## src/rtl/lcd_pkg.sv

```systemverilog
// Shared types and HD44780 constants for the character-LCD bus arbiter
// and the content writers that feed it.
package lcd_pkg;

    // Bus transaction sequencer states.
    typedef enum logic [2:0] {
        S_POR,
        S_IDLE,
        S_W_SETUP,
        S_W_PULSE,
        S_W_HOLD,
        S_B_SETUP,
        S_B_PULSE,
        S_B_HOLD
    } state_t;

    // One byte queued for the panel: rs=0 instruction, rs=1 data.
    typedef struct packed {
        logic       rs;
        logic [7:0] data;
    } lcd_req_t;

    // HD44780 instruction encodings.
    localparam logic [7:0] HD_CLEAR    = 8'h01;
    localparam logic [7:0] HD_HOME     = 8'h02;
    localparam logic [7:0] HD_ENTRY    = 8'h06;
    localparam logic [7:0] HD_DISP_ON  = 8'h0C;
    localparam logic [7:0] HD_FUNC_SET = 8'h38;
    localparam logic [7:0] HD_DDRAM    = 8'h80;

    // Set-DDRAM-address instruction; line 1 starts at address 0x40.
    function automatic logic [7:0] ddram_addr(
        input logic       line,
        input logic [5:0] col
    );
        return HD_DDRAM | {1'b0, line, col};
    endfunction

endpackage

```

## src/rtl/lcd_rr_arb2.sv

```systemverilog
// Two-way round-robin grant for the LCD bus requesters.
// Ports: i_clk, i_rst (sync, active-high); i_en opens the grant window;
//   i_a_valid/i_b_valid requests; o_a_grant/o_b_grant one-hot grants.
module lcd_rr_arb2 (
    input  logic i_clk,
    input  logic i_rst,
    input  logic i_en,
    input  logic i_a_valid,
    input  logic i_b_valid,
    output logic o_a_grant,
    output logic o_b_grant
);

    // prio_b=0: A wins a tie. Each grant hands priority to the
    // other requester, so a tie always goes to the one not served last.
    logic prio_b;

    always_comb begin
        o_a_grant = i_en & i_a_valid & (~i_b_valid | ~prio_b);
        o_b_grant = i_en & i_b_valid & (~i_a_valid | prio_b);
    end

    // A grant implies valid, so it is also the accept.
    always_ff @(posedge i_clk) begin
        if (i_rst) begin
            prio_b <= 1'b0;
        end else if (o_a_grant) begin
            prio_b <= 1'b1;
        end else if (o_b_grant) begin
            prio_b <= 1'b0;
        end
    end

endmodule

```

## src/rtl/lcd_bus_arbiter.sv

```systemverilog
// HD44780 8-bit bus arbiter: two byte writers share the panel; each byte
// runs write strobe then busy-flag polling until the panel is ready.
// Ports:
//   i_clk, i_rst              clock, synchronous active-high reset
//   i_a_valid/rs/data, o_a_ready   requester A (status/menu line)
//   i_b_valid/rs/data, o_b_ready   requester B (time/counter)
//   o_busy                    transaction or power-on wait running
//   o_LCD_EN/RS/RW            panel control pins
//   o_LCD_DATA, o_LCD_DATA_OE pad drive value and output enable
//   i_LCD_DATA                pad readback, bit 7 is the busy flag
//   o_bf_err                  sticky busy-flag timeout
// Optional: define LCD_BF_TIMEOUT_EN to bound busy-flag polling to
//   BF_TIMEOUT cycles; otherwise polling is unbounded and o_bf_err is 0.
module lcd_bus_arbiter
    import lcd_pkg::*;
#(
    parameter int unsigned T_SETUP    = 2,
    parameter int unsigned T_PW       = 12,
    parameter int unsigned T_HOLD     = 2,
    parameter int unsigned POR_WAIT   = 750000,
    parameter int unsigned BF_TIMEOUT = 100000
) (
    input  logic       i_clk,
    input  logic       i_rst,
    input  logic       i_a_valid,
    input  logic       i_a_rs,
    input  logic [7:0] i_a_data,
    output logic       o_a_ready,
    input  logic       i_b_valid,
    input  logic       i_b_rs,
    input  logic [7:0] i_b_data,
    output logic       o_b_ready,
    output logic       o_busy,
    output logic       o_LCD_EN,
    output logic       o_LCD_RS,
    output logic       o_LCD_RW,
    output logic [7:0] o_LCD_DATA,
    output logic       o_LCD_DATA_OE,
    input  logic [7:0] i_LCD_DATA,
    output logic       o_bf_err
);

    localparam logic [19:0] SETUP_END = 20'(T_SETUP - 1);
    localparam logic [19:0] PW_END    = 20'(T_PW - 1);
    localparam logic [19:0] HOLD_END  = 20'(T_HOLD - 1);
    localparam logic [19:0] POR_END   = 20'(POR_WAIT - 1);
    localparam logic [19:0] TO_END    = 20'(BF_TIMEOUT - 1);

    state_t      state;
    state_t      nx_base;
    state_t      state_nx;
    logic [19:0] cnt;
    lcd_req_t    req;
    logic        bf;
    logic        a_grant;
    logic        b_grant;
    logic        in_b;

    // Only the busy flag matters; DB6..DB0 carry the address counter.
    logic unused_rd_bits;
    assign unused_rd_bits = ^i_LCD_DATA[6:0];

    lcd_rr_arb2 u_arb (
        .i_clk     (i_clk),
        .i_rst     (i_rst),
        .i_en      (state == S_IDLE),
        .i_a_valid (i_a_valid),
        .i_b_valid (i_b_valid),
        .o_a_grant (a_grant),
        .o_b_grant (b_grant)
    );

    assign o_a_ready = a_grant;
    assign o_b_ready = b_grant;
    assign o_busy    = (state != S_IDLE);
    assign in_b      = (state == S_B_SETUP) ||
                       (state == S_B_PULSE) ||
                       (state == S_B_HOLD);

    always_ff @(posedge i_clk) begin
        if (i_rst) begin
            state <= S_POR;
            cnt   <= '0;
            req   <= '0;
            bf    <= 1'b0;
        end else begin
            state <= state_nx;
            if (state_nx != state) begin
                cnt <= '0;
            end else begin
                cnt <= cnt + 20'd1;
            end
            if (a_grant) begin
                req <= '{rs: i_a_rs, data: i_a_data};
            end else if (b_grant) begin
                req <= '{rs: i_b_rs, data: i_b_data};
            end
            if (state == S_B_PULSE && cnt == PW_END) begin
                bf <= i_LCD_DATA[7];
            end
        end
    end

    // Next state and pin decode. Pins follow the state register
    // directly, so a reset edge drops EN in the cycle that follows.
    always_comb begin
        nx_base       = state;
        o_LCD_EN      = 1'b0;
        o_LCD_RS      = 1'b0;
        o_LCD_RW      = 1'b0;
        o_LCD_DATA    = 8'h00;
        o_LCD_DATA_OE = 1'b0;
        unique case (state)
            S_POR: begin
                if (cnt == POR_END) nx_base = S_IDLE;
            end
            S_IDLE: begin
                if (a_grant || b_grant) nx_base = S_W_SETUP;
            end
            S_W_SETUP: begin
                o_LCD_RS      = req.rs;
                o_LCD_DATA    = req.data;
                o_LCD_DATA_OE = 1'b1;
                if (cnt == SETUP_END) nx_base = S_W_PULSE;
            end
            S_W_PULSE: begin
                o_LCD_EN      = 1'b1;
                o_LCD_RS      = req.rs;
                o_LCD_DATA    = req.data;
                o_LCD_DATA_OE = 1'b1;
                if (cnt == PW_END) nx_base = S_W_HOLD;
            end
            S_W_HOLD: begin
                o_LCD_RS      = req.rs;
                o_LCD_DATA    = req.data;
                o_LCD_DATA_OE = 1'b1;
                if (cnt == HOLD_END) nx_base = S_B_SETUP;
            end
            S_B_SETUP: begin
                o_LCD_RW = 1'b1;
                if (cnt == SETUP_END) nx_base = S_B_PULSE;
            end
            S_B_PULSE: begin
                o_LCD_EN = 1'b1;
                o_LCD_RW = 1'b1;
                if (cnt == PW_END) nx_base = S_B_HOLD;
            end
            S_B_HOLD: begin
                o_LCD_RW = 1'b1;
                if (cnt == HOLD_END) begin
                    nx_base = bf ? S_B_SETUP : S_IDLE;
                end
            end
            default: nx_base = S_POR;
        endcase
    end

`ifdef LCD_BF_TIMEOUT_EN
    logic [19:0] poll_cnt;
    logic        bf_err_q;
    logic        to_hit;

    // Forced release only when the poll would otherwise continue; a
    // clean exit on the last allowed cycle is not an error.
    always_comb begin
        state_nx = nx_base;
        to_hit   = 1'b0;
        if (in_b && poll_cnt == TO_END && nx_base != S_IDLE) begin
            state_nx = S_IDLE;
            to_hit   = 1'b1;
        end
    end

    always_ff @(posedge i_clk) begin
        if (i_rst) begin
            poll_cnt <= '0;
            bf_err_q <= 1'b0;
        end else begin
            poll_cnt <= in_b ? poll_cnt + 20'd1 : 20'd0;
            if (to_hit) bf_err_q <= 1'b1;
        end
    end

    assign o_bf_err = bf_err_q;
`else
    logic unused_to_cfg;
    assign unused_to_cfg = ^TO_END ^ in_b;
    assign state_nx      = nx_base;
    assign o_bf_err      = 1'b0;
`endif

endmodule

```

## config.mk

```make
export PLATFORM = sky130hd
export DESIGN_NAME = lcd_bus_arbiter
export DESIGN_NICKNAME = d
export VERILOG_FILES = /design/src/rtl/lcd_pkg.sv /design/src/rtl/lcd_rr_arb2.sv /design/src/rtl/lcd_bus_arbiter.sv
export SDC_FILE = /design/constraint.sdc
export NUM_CORES = 1
export LEC_CHECK = 0
export ABC_CLOCK_PERIOD_IN_PS = 2100
export CORE_ASPECT_RATIO = 1.25
export CORE_UTILIZATION = 39
export DETAILED_ROUTE_END_ITERATION = 10
export GPL_ROUTABILITY_DRIVEN = 0
export GPL_TIMING_DRIVEN = 0
export PLACE_DENSITY = 0.68
export SLEW_MARGIN = 20
export SYNTH_ARGS = -nofsm -noshare
export SYNTH_HDL_FRONTEND = slang
export SYNTH_SLANG_ARGS = --single-unit
```

## constraint.sdc

```tcl
create_clock -name i_clk -period 2.1 [get_ports i_clk]
set_input_delay 0.315 -clock i_clk [delete_from_list [all_inputs] [get_ports i_clk]]
set_output_delay 0.315 -clock i_clk [all_outputs]
set_load 0.05 [all_outputs]
```

==> results.sh <==
export IMPL_avgSynthCellArea_um2=7.693
export IMPL_core_um2=4493
export IMPL_dp_hpwl_um=3192
export IMPL_routed_wl_um=4669
export IMPL_cts_sinks=34
export IMPL_maxSlewViolCount=0
export IMPL_netlist_instances=243
export IMPL_port_buffers=37
export IMPL_drt_initial_drc_count=95
export IMPL_cts_buffers=5
export IMPL_min_from="cnt[0]"
export IMPL_synth_top_family_by_area="simple AND/OR/NAND/NOR gates"
export IMPL_critPathKind="flop to flop"
export IMPL_rows=27
export IMPL_reg2reg_from="cnt[2]"
export IMPL_tns_ps=-1048
export IMPL_violations="negative setup slack"
export IMPL_overflow=0
export IMPL_fin_crit_ps=2161
export IMPL_synth_compound_area_share_pct=12.78
export IMPL_yosys_area_share_xor_xnor_pct=8.434
export IMPL_drv_cap=0
export IMPL_antenna_found_initial=0
export IMPL_area_delta_synth_final_pct=37.28
export IMPL_synthAdderAreaFrac_pct=1.339
export IMPL_reg2reg_slack_ps=-60
export IMPL_max_freq_mhz=462.8
export IMPL_synth_seq_cells=34
export IMPL_vias=1849
export IMPL_synth_area_leaders="dfxtp_1 (36%), nor2_1 (9.2%), nand2_1 (7.2%)"
export IMPL_met3_usage_pct=6.000
export IMPL_holdWs_ps=452.2
export IMPL_yosys_warnings=0
export IMPL_power_density_nw_per_um2=541.9
export IMPL_leakagePower_nw=0.9056
export IMPL_mostFrequentLayoutCells="nor2_1 (42), nand2_1 (34), dfxtp_1 (27)"
export IMPL_dr_pass1_iters=4
export IMPL_synth_top_area_share_pct=36.41
export IMPL_final_hold_viol_count=0
export IMPL_dieArea_um2=5076
export IMPL_fp_dieW_um=63.92
export IMPL_htreeDepth=2
export IMPL_drc=0
export IMPL_multi_input_area_um2=1232
export IMPL_hold_depth=1
export IMPL_synth_nets=275
export IMPL_required_ps=2280
export IMPL_die_h_um=79.41
export IMPL_cts_path_max_buffers=2
export IMPL_cp_start_kind="flop"
export IMPL_post_drt_wl_per_cell_um=13.30
export IMPL_yosysSeqAreaShare_pct=36.41
export IMPL_muxShareOfSynthArea_pct=1.071
export IMPL_clk_latency_ps=290
export IMPL_rr_endpoint="cnt[9]"
export IMPL_cts_root_buf="clkbuf_8"
export IMPL_outcome="finished, violations left"
export IMPL_finalClockSkew_ps=7.589
export IMPL_start_util_pct=41.60
export IMPL_nets=324
export IMPL_met1_usage_pct=23.29
export IMPL_synthSimpleGateAreaFrac_pct=35.74
export IMPL_power_w=0.001391
export IMPL_yosysUniqueCellTypes=40
export IMPL_reg2regPathDepth=7
export IMPL_grt_pass1_wl_um=7948
export IMPL_setup_viol=20
export IMPL_yosys_area_top_type="dfxtp_1"
export IMPL_fin_ws_ps=-60.93
export IMPL_critPathMaxFanout=6
export IMPL_crit_path_end_kind="flop"
export IMPL_ant_nets=0
export IMPL_n_antenna_cell=0
export IMPL_cts_tree="yes"
export IMPL_syn_cell_area_um2=1869
export IMPL_layout_drive_gt1_share_pct=20.82
export IMPL_rsz0062_at_grt="yes"
export IMPL_viasPerCell=5.268
export IMPL_crit_arrival_ps=2340
export IMPL_pin_count=46
export IMPL_fillCellCount=437
export IMPL_peakVddDrop_mv=0.2817
export IMPL_post_place_ws_ps=-652.4
export IMPL_hold_class="flop to flop"
export IMPL_final_util_pct=57.12
export IMPL_fin_crit_sh_pct=102.9
export IMPL_clk_pin_slew_worst_paths_ps=70
export IMPL_regArea_um2=691.9
export IMPL_hold_buffers=0
export IMPL_grt_pass1_vias=1770
export IMPL_met2_usage_pct=33.83
export IMPL_hold_path_end="cnt[0]"
export IMPL_grt_busiest_layer="met2"
export IMPL_startpoint="cnt[2]"
export IMPL_grt_max_degree=13
export IMPL_final_common_cell="nor2_1"
export IMPL_grt_util_all_layers_pct=19.66
==> cells in the mapped netlist (all sizes together) <==
| library cell | instances |
|---|---|
| a21o | 1 |
| conb | 1 |
| nand3 | 8 |
| inv | 5 |
| o31ai | 2 |
| xnor2 | 8 |
| dfxtp | 34 |
| a21oi | 7 |
| ha | 2 |
| o31a | 1 |
| o211ai | 1 |
| mux2i | 2 |
| a221oi | 1 |
| nor3 | 8 |
| nor4b | 2 |
| and2 | 3 |
| buf | 4 |
| nor2 | 46 |
| xor2 | 10 |
| or4b | 1 |
| clkinv | 1 |
| nor2b | 11 |
| a22oi | 2 |
| nor3b | 1 |
| a311oi | 9 |
| o41ai | 1 |
| nor4 | 5 |
| nand2b | 3 |
| clkbuf | 5 |
| and3 | 2 |
| and4 | 3 |
| nand2 | 36 |
| a21boi | 2 |
| nand4 | 8 |
| o21ai | 7 |
==> logic make-up after synthesis <==
group / Yosys count
AND/OR/NAND/NOR: 137
AO/OA/AOI/OAI: 34
flip-flops: 34
XOR/XNOR: 18
buffers and inverters: 15
adder cells (fa/ha/maj): 2
multiplexers: 2
other: 1
==> what timing repair did <==
item / CTS / global route
pin swaps: 18 / 5
setup endpoints to repair: 44 / 39
cloned: 2 / 1
buffers inserted: 3 / 0
endpoints found under the hold margin: 0 / 0
resized for setup: 74 / 43
==> metal layers <==
| metal | wire length (um) | share of wire, % |
|---|---|---|
| met2 | 2498 | 54 |
| met4 | 68 | 1.5 |
| met1 | 1865 | 40 |
| met5 | 0 | 0 |
| met3 | 237 | 5.1 |
==> registers in the layout, indices dropped and copies added (netlist names) <==
signal / count
req: 9
bf: 1
cnt: 20
state: 3
u_arb.prio_b: 1
==> per-stage QoR <==
step           area [um^2]  cells
6_report              2566    351
5_1_grt               2566    351
4_1_cts               2549    350
3_5_place_dp          2326    338
3_3_place_gp          2326    338
2_1_floorplan         1883    243
==> critical path: stages, from the launching register on <==
cell     delay, ps
dfxtp_2        360
nor4_4         280
nand4_2        170
o31a_1         280
or4b_4         530
a21oi_4        230
buf_6          150
nor2_1          40
==> cell type report <==
cell class / instances / area share [%]
tap: 58 / 2.828
multi-input combinational: 195 / 48.03
clock inverter: 3 / 1.755
timing repair buffer: 42 / 14.72
sequential: 34 / 26.96
buffer: 8 / 2.097
inverter: 6 / 0.9264
clock buffer: 5 / 2.682
==> report_power, final <==
group | total [W] | internal [W] | switching, W
registers | 0.000657 | 0.000649 | 0.00000777
clock network | 0.000613 | 0.000353 | 0.000260
logic | 0.000121 | 0.0000683 | 0.0000526
==> worst max path at each step <==
stage / to / cells past startpoint
global placement: o_LCD_DATA[0] / 5
finish: cnt[9] / 7
detailed placement: o_LCD_DATA[0] / 5
CTS: cnt[13] / 7
floorplan: cnt[18] / 7
global route: cnt[0] / 9
Power figures use the tool's default switching activity.
